## config.mk

```make
export PLATFORM = sky130hd
export DESIGN_NAME = data_loader_serializer
export DESIGN_NICKNAME = d
export VERILOG_FILES = /design/src/rtl/data_loader_serializer.sv
export SDC_FILE = /design/constraint.sdc
export NUM_CORES = 1
export LEC_CHECK = 0
export ABC_AREA = 1
export CAP_MARGIN = 20
export CORE_MARGIN = 3
export CORE_UTILIZATION = 35
export CTS_BUF_LIST = sky130_fd_sc_hd__clkbuf_4
export CTS_CLUSTER_DIAMETER = 30
export DETAILED_ROUTE_END_ITERATION = 10
export PLACE_DENSITY = 0.54
export SYNTH_ARGS = -nofsm -noshare
export SYNTH_HDL_FRONTEND = slang
export SYNTH_SLANG_ARGS = --single-unit
```

## constraint.sdc

```tcl
create_clock -name clk_74a -period 5.6 [get_ports clk_74a]
set_input_delay 1.68 -clock clk_74a [delete_from_list [all_inputs] [get_ports clk_74a]]
set_output_delay 1.68 -clock clk_74a [all_outputs]
set_load 0.1 [all_outputs]
```

## src/rtl/data_loader_serializer.sv

```systemverilog
`default_nettype none
// ============================================================================
// Module   : data_loader_serializer
// Purpose  : Buffers 32-bit bridge write words in a small FIFO and replays each
//            one as four byte writes at consecutive addresses, with an idle gap.
// Revision : 1.0 - initial release
// ============================================================================
module data_loader_serializer #(
  parameter logic [3:0] ADDRESS_MASK_UPPER_4 = 4'h0,
  parameter int         WRITE_DELAY          = 2,
  parameter int         FIFO_DEPTH           = 4
) (
  input  logic        clk_74a,
  input  logic        reset_n,
  input  logic        bridge_wr,
  input  logic        bridge_endian_little,
  input  logic [31:0] bridge_addr,
  input  logic [31:0] bridge_wr_data,
  output logic        write_en,
  output logic [27:0] write_addr,
  output logic [7:0]  write_data,
  output logic        busy,
  output logic        overflow
);

  localparam int                 c_ptr_w    = (FIFO_DEPTH > 1) ? $clog2(FIFO_DEPTH) : 1;
  localparam int                 c_cnt_w    = c_ptr_w + 1;
  localparam int                 c_entry_w  = 61;
  localparam logic [c_cnt_w-1:0] c_depth    = c_cnt_w'(FIFO_DEPTH);
  localparam logic [3:0]         c_gap_last = 4'((WRITE_DELAY > 0) ? WRITE_DELAY - 1 : 0);

  localparam logic [1:0] c_st_idle  = 2'd0;
  localparam logic [1:0] c_st_write = 2'd1;
  localparam logic [1:0] c_st_gap   = 2'd2;

  // FIFO entry layout: {addr[27:0], data[31:0], little}
  logic [c_entry_w-1:0] r_mem [FIFO_DEPTH];
  logic [c_ptr_w-1:0]   r_wr_ptr;
  logic [c_ptr_w-1:0]   r_rd_ptr;
  logic [c_cnt_w-1:0]   r_count;
  logic                 r_overflow;

  logic [1:0]           r_state;
  logic [1:0]           w_state_nxt;
  logic [1:0]           r_k;
  logic [3:0]           r_gap;
  logic [27:0]          r_base;
  logic [31:0]          r_word;
  logic                 r_little;

  logic                 r_write_en;
  logic [27:0]          r_write_addr;
  logic [7:0]           r_write_data;

  logic                 w_match;
  logic                 w_full;
  logic                 w_fifo_nempty;
  logic                 w_pop;
  logic                 w_push;
  logic [c_entry_w-1:0] w_head;
  logic                 w_wr_en_nxt;
  logic [27:0]          w_addr_nxt;
  logic [7:0]           w_data_nxt;

  assign w_match       = bridge_wr && (bridge_addr[31:28] == ADDRESS_MASK_UPPER_4);
  assign w_full        = (r_count == c_depth);
  assign w_fifo_nempty = (r_count != '0);
  // A full FIFO still takes the word when the head leaves on the same edge.
  assign w_push        = w_match && (!w_full || w_pop);
  assign w_head        = r_mem[r_rd_ptr];

  always_ff @(posedge clk_74a) begin
    if (w_push) begin
      r_mem[r_wr_ptr] <= {bridge_addr[27:0], bridge_wr_data, bridge_endian_little};
    end
  end

  always_ff @(posedge clk_74a or negedge reset_n) begin
    if (!reset_n) begin
      r_wr_ptr   <= '0;
      r_rd_ptr   <= '0;
      r_count    <= '0;
      r_overflow <= 1'b0;
    end else begin
      if (w_push) begin
        r_wr_ptr <= r_wr_ptr + c_ptr_w'(1);
      end
      if (w_pop) begin
        r_rd_ptr <= r_rd_ptr + c_ptr_w'(1);
      end
      case ({w_push, w_pop})
        2'b10:   r_count <= r_count + c_cnt_w'(1);
        2'b01:   r_count <= r_count - c_cnt_w'(1);
        default: r_count <= r_count;
      endcase
      if (w_match && w_full && !w_pop) begin
        r_overflow <= 1'b1;
      end
    end
  end

  always_ff @(posedge clk_74a or negedge reset_n) begin
    if (!reset_n) begin
      r_state <= c_st_idle;
    end else begin
      r_state <= w_state_nxt;
    end
  end

  always_comb begin
    w_state_nxt = r_state;
    w_pop       = 1'b0;
    case (r_state)
      c_st_idle: begin
        if (w_fifo_nempty) begin
          w_pop       = 1'b1;
          w_state_nxt = c_st_write;
        end
      end
      c_st_write: begin
        if (WRITE_DELAY != 0) begin
          w_state_nxt = c_st_gap;
        end else if (r_k != 2'd3) begin
          w_state_nxt = c_st_write;
        end else if (w_fifo_nempty) begin
          w_pop       = 1'b1;
          w_state_nxt = c_st_write;
        end else begin
          w_state_nxt = c_st_idle;
        end
      end
      c_st_gap: begin
        if (r_gap == c_gap_last) begin
          w_state_nxt = (r_k != 2'd3) ? c_st_write : c_st_idle;
        end
      end
      default: w_state_nxt = c_st_idle;
    endcase
  end

  // Byte strobe and its address/data are registered, so they trail the WRITE state by one cycle.
  always_comb begin
    w_wr_en_nxt = (r_state == c_st_write);
    w_addr_nxt  = r_base + {26'd0, r_k};
    if (r_little) begin
      case (r_k)
        2'd0:    w_data_nxt = r_word[7:0];
        2'd1:    w_data_nxt = r_word[15:8];
        2'd2:    w_data_nxt = r_word[23:16];
        default: w_data_nxt = r_word[31:24];
      endcase
    end else begin
      case (r_k)
        2'd0:    w_data_nxt = r_word[31:24];
        2'd1:    w_data_nxt = r_word[23:16];
        2'd2:    w_data_nxt = r_word[15:8];
        default: w_data_nxt = r_word[7:0];
      endcase
    end
  end

  always_ff @(posedge clk_74a or negedge reset_n) begin
    if (!reset_n) begin
      r_k          <= 2'd0;
      r_gap        <= 4'd0;
      r_base       <= 28'd0;
      r_word       <= 32'd0;
      r_little     <= 1'b0;
      r_write_en   <= 1'b0;
      r_write_addr <= 28'd0;
      r_write_data <= 8'd0;
    end else begin
      if (w_pop) begin
        r_base   <= w_head[60:33];
        r_word   <= w_head[32:1];
        r_little <= w_head[0];
        r_k      <= 2'd0;
      end else if ((w_state_nxt == c_st_write) && (r_state != c_st_idle)) begin
        r_k <= r_k + 2'd1;
      end
      r_gap      <= (r_state == c_st_gap) ? r_gap + 4'd1 : 4'd0;
      r_write_en <= w_wr_en_nxt;
      if (w_wr_en_nxt) begin
        r_write_addr <= w_addr_nxt;
        r_write_data <= w_data_nxt;
      end
    end
  end

  assign write_en   = r_write_en;
  assign write_addr = r_write_addr;
  assign write_data = r_write_data;
  assign overflow   = r_overflow;
  assign busy       = w_fifo_nempty || (r_state != c_st_idle);

endmodule
`default_nettype wire

```

# Word level (Yosys, flattened, before mapping)
# Memories as Yosys holds them, arrays and structs flattened. A register that Yosys moved wholly into a read port is not among the register bits.
# Index checks and enable logic that the tools add are counted.
# op_classes
n_reduce_logical	17
muxes	15
addsub	7
eq_ne	10
# ops
operator	count
8-bit case mux with 3 select lines	2
28-bit by 2-bit adder with 28-bit output	1
2-bit by 1-bit equality test with 1-bit output, second input constant	4
2-bit 2-to-1 mux	4
8-bit 2-to-1 mux	1
2-bit by 1-bit adder with 2-bit output, second input constant	3
2-bit equality test, second input constant	3
2-bit case mux with 3 select lines	1
3-bit case mux with 2 select lines	1
2-bit nonzero test	3
1-bit logical AND	5
1-bit 2-to-1 mux	5
4-bit by 1-bit adder with 4-bit output, second input constant	1
4-bit by 1-bit equality test with 1-bit output, second input constant	1
2-bit logical NOT	2
4-bit logical NOT	1
4-bit 2-to-1 mux	1
3-bit by 1-bit adder with 3-bit output, second input constant	1
3-bit equality test, second input constant	1
1-bit logical NOT	3
3-bit nonzero test	1
3-bit by 1-bit subtractor with 3-bit output, second input constant	1
1-bit logical OR	2
2-bit != test, second input constant	1
# totals
elab_cells	60
in_bits	68
register_bits	53
n_memories	1
output_inout_bits	39
mem_bits_rw	244
# mem_list
name	depth	word_bits	rd	rd_clocked_by_memory_dff	wr	line	source
r_mem	4	61	1	1	1	37	logic [c_entry_w-1:0] r_mem [FIFO_DEPTH];

# Depth between registers and ports, before layout
# depth
ltp_word	8
depth_mapped	12
depth_no_buf	12

# Worst setup path after synthesis
# Ideal clock, no wire load.
# synth_timing
path_kind	input to register
start	input bridge_addr[29]
end	memory r_mem[0][0], enable pin
setup_time_ns	0.480
n_path_buf	0
stages	5
arrival_ns	4.717
path_slack_ns	0.403
required_time_ns	5.120
cell_sequence	nor2_1 > nand2_1 > nor2_1 > o21ai_2 > nor2_1
# synth_between
elab_chain_len	5
# synth_rtl
item	line	source
start: declaration	17	input logic [31:0] bridge_addr,
4-bit logical NOT	65	assign w_match = bridge_wr && (bridge_addr[31:28] == ADDRESS_MASK_UPPER_4);
1-bit logical AND	65	
1-bit logical AND	69	assign w_push = w_match && (!w_full || w_pop);
1-bit 2-to-1 mux	73	if (w_push) begin
1-bit 2-to-1 mux (implied by the code)	74	r_mem[r_wr_ptr] <= {bridge_addr[27:0], bridge_wr_data, bridge_endian_little};
end: declaration	37	
# Every way passes these cells.

# Worst setup path in the final report
# layout_timing
start	register r_state[1]
end	output busy
# layout_between
elab_chain_len	2
# layout_rtl
item	line	source
start: declaration	43	logic [1:0] r_state;
start signal: assignment	104	r_state <= c_st_idle;
start signal: assignment	106	r_state <= w_state_nxt;
2-bit nonzero test	194	assign busy = w_fifo_nempty || (r_state != c_st_idle);
1-bit logical OR	194	
end: declaration	22	output logic busy,
# Every way passes these cells.

==> metrics.cfg <==
[status]
status = completed

[global_route]
grt_pass1_wl_um = 57500
grt.overflow.total = 0
grt_pass1_vias = 10398
antenna_found_initial = 2
grtUsageTotal_pct = 16.5
grt_max_degree = 79

[clocking]
cts.sinks = 358
cts_hold_buf = 0
cts_tree = done
clk_pin_slew_ps = 60
insertion_delay_ps = 760
cts_setup_buffers = 0
cts-root-buf = clkbuf_4
cts_resized = 0
clockBufferDepth = 3
cts_buffers = 99
h-tree-depth = 3

[critical_path]
critPathLaunchType = flip-flop
cp_cell_sequence = nor2_4 > nand3_1 > clkdlybuf4s50_1
r2r_slack_ps = 2930
critPathTopFamily = buffers and inverters
crit_type = flip-flop to output pin
cp_num_buf_inv = 1
slowest_delay_ps = 1130
cp_data_arrival_time_ps = 2490
cp-end-kind = output pin
cp_max_fo = 4
worst_path_max_delay_cell = clkdlybuf4s50_1
required_ps = 3920

[power_and_ir_drop]
peakVddDrop_mv = 0.363
p_leak_nw = 6.75
power.density_nw_per_um2 = 556
p_total_w = 0.00986

[sta]
relSlewSlack_pct = 32.2
fin_crit_ps = 4170
period_share_pct = 74.5
finalSetupViolations = 0
drv_slew = 0
max_freq_ghz = 0.240
holdWs_ps = 473
hold_violations = 0
rsz0062_at_grt = false
tns_ps = 0
tightest_slew_ps = 1010
skew_ps = 41.9

[placed_design]
portBuffers = 106
place.gp.congestion = 0.828
place_hpwl_um = 22700
dpl_cell_area_um2 = 16300

[route]
viasPerCell = 4.84
drtIter0Drc = 677
dr.pass1.iters = 9
wl_um = 36300
routedWlPerCell_um = 17.2
drcViolationCount = 0
vias = 10208
ant_nets = 0

[synthesis]
yosysTopAreaCellShare_pct = 49.5
synth_top_family_by_area = simple AND/OR/NAND/NOR gates
ys_warn_count = 0
async_reset_ff_share_pct = 31.8
synth.distinct_cells = 33
synth_top_area_cell = edfxtp_1
yosys.area_share.xor_xnor_pct = 0.651
syn_area_um2 = 14800
synth_nets = 1427
synth_compound_area_share_pct = 12.0
synthAdderAreaFrac_pct = 1.37
synth-edff-count = 244
dominantRegCellSynth = edfxtp_1
synth_top_cells_by_area = edfxtp_1, dfrtp_1, o21ai_0
yosys.area_share.simple_pct = 12.5
yosysSeqAreaShare_pct = 68.8
ys_ff_latch = 358
avgSynthCellArea_um2 = 11.0
synthMuxAreaShare_pct = 0
synth_cells = 1344

[min_path]
hp-class = flip-flop to flip-flop

[floorplanning]
coreArea_um2 = 41300
die-area_um2 = 44800
ioPinCount = 107
dieHeight_um = 212
die_x_um = 212
start_util_pct = 35.8
rows = 74

[cells_and_area]
synthToLayoutAreaGrowth_pct = 19.8
stdcell_area_um2 = 17700
final_nets = 1580
drive_gt1_share_pct = 13.1
post-route-util_pct = 42.9

[job]
maxCapViolCount = 0

synth_stat cells (2+ instances only):
| cell type | number |
|---|---|
| edfxtp_1 | 244 |
| nand2_1 | 231 |
| o21ai_0 | 209 |
| nor2_1 | 200 |
| dfrtp_1 | 114 |
| inv_1 | 83 |
| o22ai_1 | 56 |
| clkbuf_1 | 31 |
| o21ai_1 | 27 |
| nand3_1 | 26 |
| buf_2 | 24 |
| a21oi_1 | 21 |
| a31oi_1 | 17 |
| ha_1 | 13 |
| xor2_1 | 10 |
| buf_6 | 8 |
| buf_4 | 4 |
| inv_2 | 4 |
| nor2_2 | 4 |
| nor2_4 | 3 |
| fa_1 | 2 |
| nand4_1 | 2 |
where the power goes:
group	total (W)	internal [W]	switching, W
clock network	0.00250	0.00143	0.00108
registers	0.00365	0.00327	0.000378
logic	0.00370	0.000995	0.00271
layout make-up:
class                      count  area, um^2
multi-input combinational    829        3950
inverter                      89         338
clock buffer                 153        1150
timing repair buffer         120        1210
sequential                   358       10200
clock inverter                29         225
antenna                        1        2.50
fill                        3959       23600
tap                          532         666
stage by stage:
step | instances | setup slack (ps)
3_3_place_gp | 1928 | 1480
4_1_cts | 2110 | 1320
2_1_floorplan | 1344 | 403
6_report | 2111 | 1430
5_1_grt | 2111 | 1300
3_5_place_dp | 1928 | 1470
cells by family after synthesis:
kind of cell               after synthesis
AOI/OAI and AO/OA                      333
xor gates and xnor gates                11
adders and majority gates               15
buffers and inverters                  157
DFF                                    358
and+or+nand+nor                        470
flip-flops by register name, summed over array words and instances, names as in the netlist:
register    cells
r_wr_ptr        2
r_mem         244
write_en        1
r_state         2
overflow        1
r_rd_ptr        2
r_little        1
r_count         3
write_data      8
r_gap           4
r_k             2
r_word         32
r_base         28
write_addr     28
worst reg2reg max path: stages (launching register included):
cell and delay, ps:
dfrtp_4 790, clkinv_2 740, buf_12 420, o21ai_0 280, o22ai_1 150, nand2_1 100, o21ai_1 70
metal layers:
metal | track usage (%) | vias to the layer above | wire (um)
met4 | 6.00 | 2 | 923
met2 | 27.7 | 236 | 18000
li1 | - | 5026 | -
met1 | 20.9 | 4869 | 15700
met5 | 0 | - | 10
met3 | 3.72 | 75 | 1700
cells in the final DEF, fill, tap and decap left out, types with 27 or more instances in the layout:
cell type,instances
clkdlybuf4s50_1,105
o21ai_1,27
clkbuf_4,153
edfxtp_1,244
dfrtp_1,112
o22ai_1,56
inv_1,83
nor2_1,196
nand2_1,231
o21ai_0,209
path summary, 6_finish.rpt:
check,start,to,depth (start not counted)
worst max-delay path,r_state[1]$_DFF_PN0_,busy,3
worst min-delay path,write_addr[21]$_DFFE_PN0N_,write_addr[21]$_DFFE_PN0N_,2
worst max register to register,r_rd_ptr[0]$_DFFE_PN0N_,r_base[4]$_DFFE_PN0N_,6
worst min register to register,write_addr[21]$_DFFE_PN0N_,write_addr[21]$_DFFE_PN0N_,2
max in group asynchronous,reset_n,r_word[29]$_DFFE_PN0N_,2
min in group asynchronous,reset_n,write_addr[22]$_DFFE_PN0N_,1
Note: power is estimated with default switching activity, not from simulation.
